**src/rtl/mem_arbiter.sv**
```systemverilog
// Shares one memory bus between the CPU and the debug unit: debug has priority,
// and a streak limit keeps either side from being locked out. All state moves on the falling clock edge.
module mem_arbiter #(
    parameter int ADDR_W    = 16,
    parameter int DATA_W    = 8,
    parameter int LATENCY   = 1,
    parameter int MAX_BURST = 4
) (
    input  logic              clk,
    input  logic              n_reset,
    input  logic              cpu_req,
    input  logic              cpu_rw,
    input  logic [ADDR_W-1:0] cpu_adr,
    input  logic [DATA_W-1:0] cpu_wdata,
    output logic              cpu_ack,
    output logic [DATA_W-1:0] cpu_rdata,
    input  logic              dbg_req,
    input  logic              dbg_rw,
    input  logic [ADDR_W-1:0] dbg_adr,
    input  logic [DATA_W-1:0] dbg_wdata,
    output logic              dbg_ack,
    output logic [DATA_W-1:0] dbg_rdata,
    output logic [ADDR_W-1:0] mem_adr,
    output logic [DATA_W-1:0] mem_wdata,
    output logic              mem_RW,
    output logic              mem_en,
    input  logic [DATA_W-1:0] mem_rdata,
    output logic              busy,
    output logic              owner
);

    typedef enum logic [1:0] {
        IDLE   = 2'd0,
        ACCESS = 2'd1,
        DONE   = 2'd2
    } state_t;

    localparam logic [3:0] LAT4 = 4'(LATENCY);
    localparam logic [3:0] MB4  = 4'(MAX_BURST);

    state_t            state_reg, state_next;
    logic [3:0]        count_reg, count_next;
    logic [3:0]        streak_reg, streak_next;
    logic              owner_reg, owner_next;
    logic [ADDR_W-1:0] adr_reg, adr_next;
    logic [DATA_W-1:0] wdata_reg, wdata_next;
    logic              rw_reg, rw_next;
    logic              win;
    logic [1:0]        ack_vec;

    always_ff @(negedge clk or negedge n_reset) begin
        if (!n_reset) begin
            state_reg  <= IDLE;
            count_reg  <= 4'd0;
            streak_reg <= 4'd0;
            owner_reg  <= 1'b0;
            adr_reg    <= '0;
            wdata_reg  <= '0;
            rw_reg     <= 1'b1;
        end else begin
            state_reg  <= state_next;
            count_reg  <= count_next;
            streak_reg <= streak_next;
            owner_reg  <= owner_next;
            adr_reg    <= adr_next;
            wdata_reg  <= wdata_next;
            rw_reg     <= rw_next;
        end
    end

    always_comb begin
        state_next  = state_reg;
        count_next  = count_reg;
        streak_next = streak_reg;
        owner_next  = owner_reg;
        adr_next    = adr_reg;
        wdata_next  = wdata_reg;
        rw_next     = rw_reg;
        win         = 1'b0;
        case (state_reg)
            IDLE: begin
                if (cpu_req || dbg_req) begin
                    // Contention: debug wins unless it has used up its streak.
                    if (cpu_req && dbg_req)
                        win = !(owner_reg && (streak_reg == MB4));
                    else
                        win = dbg_req;
                    adr_next   = win ? dbg_adr : cpu_adr;
                    rw_next    = win ? dbg_rw : cpu_rw;
                    wdata_next = win ? dbg_wdata : cpu_wdata;
                    if (win != owner_reg)
                        streak_next = 4'd1;
                    else if (streak_reg < MB4)
                        streak_next = streak_reg + 4'd1;
                    owner_next = win;
                    count_next = LAT4;
                    state_next = ACCESS;
                end
            end
            ACCESS: begin
                count_next = count_reg - 4'd1;
                if (count_reg == 4'd1)
                    state_next = DONE;
            end
            DONE: begin
                state_next = IDLE;
            end
            default: begin
                state_next = IDLE;
            end
        endcase
    end

    // Per-port read-data holding register and completion pulse; index 0 = CPU, 1 = debug.
    genvar gi;
    generate
        for (gi = 0; gi < 2; gi++) begin : g_port
            logic [DATA_W-1:0] rdata_reg;
            logic              capture;

            assign capture = (state_reg == ACCESS) && (count_reg == 4'd1) && rw_reg
                             && (owner_reg == 1'(gi));

            always_ff @(negedge clk or negedge n_reset) begin
                if (!n_reset)
                    rdata_reg <= '0;
                else if (capture)
                    rdata_reg <= mem_rdata;
            end

            assign ack_vec[gi] = (state_reg == DONE) && (owner_reg == 1'(gi));
        end
    endgenerate

    assign cpu_rdata = g_port[0].rdata_reg;
    assign dbg_rdata = g_port[1].rdata_reg;
    assign cpu_ack   = ack_vec[0];
    assign dbg_ack   = ack_vec[1];

    // Bus strobes decode straight from state so reset drops them without waiting for a clock.
    assign mem_en    = (state_reg == ACCESS);
    assign mem_RW    = (state_reg == ACCESS) ? rw_reg : 1'b1;
    assign mem_adr   = adr_reg;
    assign mem_wdata = wdata_reg;
    assign busy      = (state_reg != IDLE);
    assign owner     = owner_reg;

endmodule
```
**config.mk**
```make
export PLATFORM = sky130hd
export DESIGN_NAME = mem_arbiter
export DESIGN_NICKNAME = d
export VERILOG_FILES = /design/src/rtl/mem_arbiter.sv
export SDC_FILE = /design/constraint.sdc
export NUM_CORES = 1
export LEC_CHECK = 0
export BUFFER_PORTS_ARGS = -buffer_cell sky130_fd_sc_hd__buf_4
export CORE_ASPECT_RATIO = 1.25
export CORE_UTILIZATION = 27
export CTS_BUF_LIST = sky130_fd_sc_hd__clkbuf_4
export DETAILED_ROUTE_END_ITERATION = 16
export SLEW_MARGIN = 20
export SYNTH_ARGS = -nofsm -noshare
export SYNTH_HDL_FRONTEND = slang
export SYNTH_SLANG_ARGS = --single-unit
```
**constraint.sdc**
```tcl
create_clock -name clk -period 2.1 [get_ports clk]
set_input_delay 0.42 -clock clk [delete_from_list [all_inputs] [get_ports clk]]
set_output_delay 0.42 -clock clk [all_outputs]
set_load 0.005 [all_outputs]
```
==> results of run 1 <==
==> kinds of logic (layout without fill, tap and decap cells) <==
| kind of cell | Yosys count | in the layout | share of synthesized area (%) |
|---|---|---|---|
| compound gates | 119 | 119 | 28.2 |
| simple gates | 47 | 47 | 11.1 |
| fa+ha+maj | 4 | 4 | 1.72 |
| buf+inv | 38 | 183 | 6.70 |
| flops | 52 | 52 | 44.7 |
| mux | 16 | 16 | 7.22 |
| xor+xnor | 1 | 1 | 0.301 |
==> synth_stat cells, drive strengths merged <==
cell    number  area [um2]
nor2b       25         156
nand3b       1        7.51
xor2         1        8.76
a31o         1        8.76
o21ba        1        10.0
nor2         4        15.0
o31ai        1        7.51
o22a         1        8.76
dfrtn       51        1280
a41oi        2        17.5
or4          1        7.51
and2         3        18.8
a21oi       30         150
a31oi       51         375
nor3b        4        35.0
nand2b       2        15.0
buf         18         120
or2          1        6.26
ha           4        50.1
nand4        1        21.3
inv          9        33.8
a211oi       1        7.51
clkbuf      11        41.3
nand2        2        7.51
o211ai      25         188
and4         1        8.76
nand4b       1        15.0
o21a         1        7.51
and4b        1        10.0
dfstp        1        26.3
o22ai        3        31.3
o21ai        2        10.0
mux2        16         210
==> how the worst max path moves through the flow <==
stage          slack [ps]             to          from
6_report             -570        cpu_ack         owner
5_1_grt              -620         mem_RW  state_reg[1]
4_1_cts              -590        cpu_ack  state_reg[0]
3_5_place_dp         -430  streak_reg[2]       dbg_req
3_3_place_gp         -390  streak_reg[1]       dbg_req
2_1_floorplan        -290  streak_reg[0]       dbg_req
==> critical path: stages (launching register included) <==
cell,delay [ps]
dfrtn_1,410
buf_4,160
nor3b_2,150
buf_4,130
==> stage by stage <==
step	total power [uW]	utilization, %	std cells	hold WS (ps)
2_1_floorplan	3580	-	277	434
3_3_place_gp	4830	39.3	518	436
3_5_place_dp	4910	39.3	518	446
4_1_cts	5830	42.4	546	448
5_1_grt	6520	45.2	554	462
6_report	6090	45.2	554	441
==> cell type report <==
type / count / area (um2) / share of cell area [%]
multi-input combinational: 187 / 1780 / 37.2
clock inverter: 4 / 41.3 / 0.864
sequential: 52 / 1300 / 27.3
tap: 132 / 165 / 3.46
clock buffer: 5 / 37.5 / 0.786
timing repair buffer: 166 / 1420 / 29.8
inverter: 8 / 32.5 / 0.681
==> report_power, final <==
| part | internal, uW | total (uW) | switching [uW] |
|---|---|---|---|
| sequential | 1540 | 1880 | 337 |
| clock | 246 | 573 | 327 |
| combinational | 2000 | 3630 | 1640 |
| total | 3790 | 6090 | 2300 |
==> routing by layer <==
layer  global-route usage, %  routed length (um)  up-vias
met3                    2.71                 515       16
met2                    27.7                4810       98
met1                    19.4                3750     1386
met4                    4.17                 121        0
met5                       0                   0        -
li1                        -                   -     1338
==> repair_timing <==
action | CTS | global route
endpoints found under the setup margin | 59 | 64
setup buffers | 19 | 9
resized for setup | 18 | 35
cloned | 1 | 1
pin swaps | 1 | 10
==> impl_metrics.json, run 1 <==
{
  "min_to": "dbg_rdata[6]",
  "finalClockSkew_ps": 66.8,
  "cp-start-kind": "register",
  "largest_reg_flops": 16,
  "rows": 42,
  "finalHoldViolCount": 0,
  "grt_use_total_pct": 15.7,
  "violations": "negative setup slack",
  "via_per_inst": 5.12,
  "rsz0062_at_grt": "yes",
  "worst_pin_slew_ps": 413,
  "path_class": "register to primary output",
  "grt_antenna_before_repair": 0,
  "arrival_ps": 2250,
  "netlist_instances": 277,
  "hold_path.class": "register to register",
  "worstHoldStart": "dbg_rdata[6]",
  "grt_pass1_wl_um": 13900,
  "ant_nets": 0,
  "ios": 108,
  "path_clk_slew_ps": 110,
  "grt_max_degree": 47,
  "syn-num-nets": 343,
  "final_design_area_no_fill_um2": 4780,
  "cp.required_ps": 1680,
  "dp_worst_setup_slack_ps": -427,
  "drive_gt1_share_pct": 56.9,
  "setup_tns_ps": -13790,
  "htree_levels": 2,
  "initial_core_util_pct": 27.6,
  "timing.rr.end": "cpu_rdata[5]",
  "final_cell_mix": "buf_4, dfrtn_1, nor2b_1, o211ai_1, a31oi_1",
  "port_buffers": 107,
  "placed_cell_area_um2": 4160,
  "cp_max_fo": 3,
  "die_w_um": 94.9,
  "yosysWarnings": 0,
  "ir_worst_vdd_mv": 0.462,
  "cts_made_buffers": 5,
  "core_area_um2": 10600,
  "overflow": 0,
  "dp_hpwl_um": 6250,
  "cts_root_buf": "clkbuf_4",
  "clock-sinks": 52,
  "crit_path_end_kind": "primary output",
  "finalNetCount": 487,
  "die_area_um2": 11200,
  "dr.pass1.iters": 5,
  "relSlewSlack_pct": 72.5,
  "wire_per_inst_um": 16.6,
  "maxSlewViolCount": 0,
  "cts_tree": "yes",
  "p_leak_uw": 0.00198,
  "drc": 0,
  "syn_area_um2": 2910,
  "r2r_setup_slack_ps": 250,
  "fin_ws_ps": -574,
  "worstRegToRegCells": 6,
  "insertion_delay_ps": 410,
  "drv_cap": 0,
  "vias": 2838,
  "status": "complete, but fails checks",
  "clockBufferDepth": 2,
  "grt_pass1_vias": 2822,
  "wirelength_um": 9200,
  "timing.rr.start": "count_reg[1]",
  "final_common_cell": "buf_4",
  "place.gp.congestion": 0.764,
  "drt-initial-drc-count": 109,
  "syn_area_per_cell_um2": 10.5,
  "hold_depth": 1,
  "antenna_cells": 0,
  "ys_types": 41,
  "syn_to_final_growth_pct": 64.0,
  "fill_cells": 1001,
  "fp.dieH_um": 118,
  "setup_violations": 46,
  "seq_area_frac_synth_pct": 44.7,
  "hold_buffers": 0,
  "powerDensity_nw_per_um2": 1270,
  "ys_ff_latch": 52
}
Power figures use the tool's default switching activity.
==> inputs of run 2 (changes only) <==
--- a/config.mk
+++ b/config.mk
@@ -11,4 +11,5 @@
 export CTS_BUF_LIST = sky130_fd_sc_hd__clkbuf_4
 export DETAILED_ROUTE_END_ITERATION = 16
+export PLACE_DENSITY = 0.52
 export SLEW_MARGIN = 20
 export SYNTH_ARGS = -nofsm -noshare
==> constraint.sdc (replaced) <==
create_clock -name clk -period 2.1 [get_ports clk]
set_input_delay 0.42 -clock clk [delete_from_list [all_inputs] [get_ports clk]]
set_output_delay 0.42 -clock clk [all_outputs]
set_load 0.1 [all_outputs]
==> impl_metrics.json, run 2 (same netlist as run 1, synthesis figures left out) <==
{
  "worst_pin_slew_ps": 411,
  "initial_core_util_pct": 27.6,
  "cp-start-kind": "register",
  "relSlewSlack_pct": 72.6,
  "place.gp.congestion": 0.769,
  "antenna_cells": 0,
  "drt-initial-drc-count": 97,
  "dr.pass1.iters": 4,
  "ios": 108,
  "clock-sinks": 52,
  "dp_worst_setup_slack_ps": -458,
  "cp_cell_sequence": "buf_4, nor2_4, clkinvlp_4, buf_12",
  "path_class": "register to primary output",
  "clockBufferDepth": 2,
  "port_buffers": 107,
  "placed_cell_area_um2": 4290,
  "die_area_um2": 11200,
  "cpPeakStageDelay_ps": 430,
  "cpLargestDelayFamily": "buffers and inverters",
  "finalHoldViolCount": 0,
  "largest_reg_flops": 16,
  "drive_gt1_share_pct": 53.0,
  "syn_to_final_growth_pct": 74.7,
  "wire_per_inst_um": 15.8,
  "final_cell_mix": "buf_4, buf_12, dfrtn_1, a31oi_1",
  "grt_use_total_pct": 15.6,
  "grt_antenna_before_repair": 0,
  "hold_path.class": "register to register",
  "path_clk_slew_ps": 110,
  "rows": 42,
  "rsz0062_at_grt": "yes",
  "grt_pass1_wl_um": 13800,
  "cp_num_buf_inv": 3,
  "cts_made_buffers": 5,
  "drv_cap": 0,
  "slowest_stage": "dfrtn_1",
  "fin_ws_ps": -772,
  "cp.required_ps": 1680,
  "final_core_util_pct": 48.2,
  "fp.dieH_um": 118,
  "maxSlewViolCount": 0,
  "drc": 0,
  "grt_max_degree": 32,
  "via_per_inst": 5.06,
  "cts_tree": "yes",
  "finalNetCount": 482,
  "violations": "negative setup slack",
  "htree_levels": 2,
  "crit_path_end_kind": "primary output",
  "dp_hpwl_um": 6080,
  "insertion_delay_ps": 430,
  "wirelength_um": 8690,
  "overflow": 0,
  "core_area_um2": 10600,
  "final_common_cell": "buf_4",
  "cts_root_buf": "clkbuf_4",
  "arrival_ps": 2450,
  "ant_nets": 0,
  "status": "complete, but fails checks",
  "finalClockSkew_ps": 84.7,
  "grt_pass1_vias": 2869,
  "setup_violations": 46,
  "die_w_um": 94.9,
  "cp_max_fo": 4,
  "vias": 2780,
  "final_design_area_no_fill_um2": 5090
}
-- run 2: stage by stage --
step / hold slack (ps) / instances / TNS [ps]
floorplan: 434 / 277 / -25710
global placement: 439 / 531 / -17760
detailed placement: 451 / 531 / -18030
CTS: 499 / 541 / -21130
global route: 531 / 549 / -22270
finish: 499 / 549 / -20160
-- run 2: timing repair --
action                                  in CTS  in global routing
endpoints found under the setup margin      66                 69
gates resized for setup                    145                  8
hold buffers                                 0                  0
buffers inserted                             2                  7
pin swaps                                    0                  5
cloned                                       0                  1
-- run 2: per-layer routing --
layer  part of all wire (%)  wire length, um  global-route usage [%]  vias up
met4                   0.85               74                    3.03        0
met1                     39             3410                    17.4     1349
met3                    5.7              491                    3.62        6
met2                     54             4710                    29.5      103
met5                      0                0                       0        -
li1                       -                -                       -     1322
-- run 2: layout make-up --
cell class | instances | area (um2)
fill | 953 | 5470
timing repair buffer | 161 | 1900
multi-input combinational | 187 | 1610
sequential | 52 | 1300
tap | 132 | 165
inverter | 8 | 46.3
clock buffer | 5 | 37.5
clock inverter | 4 | 30.0
-- run 2: worst paths after layout --
path	start	endpoint	slack [ps]	cells past startpoint
setup / recovery	state_reg[0]	busy	-770	4
hold / removal	count_reg[0]	count_reg[0]	500	1
setup reg to reg	state_reg[0]	mem_adr[4]	150	7
hold reg to reg	count_reg[0]	count_reg[0]	500	1
max in group asynchronous	n_reset	mem_adr[4]	820	2
min in group asynchronous	n_reset	mem_adr[14]	860	1
Power of run 2 is not shown: default switching activity piles up to over one toggle a cycle in this logic, so the estimate is an artifact.
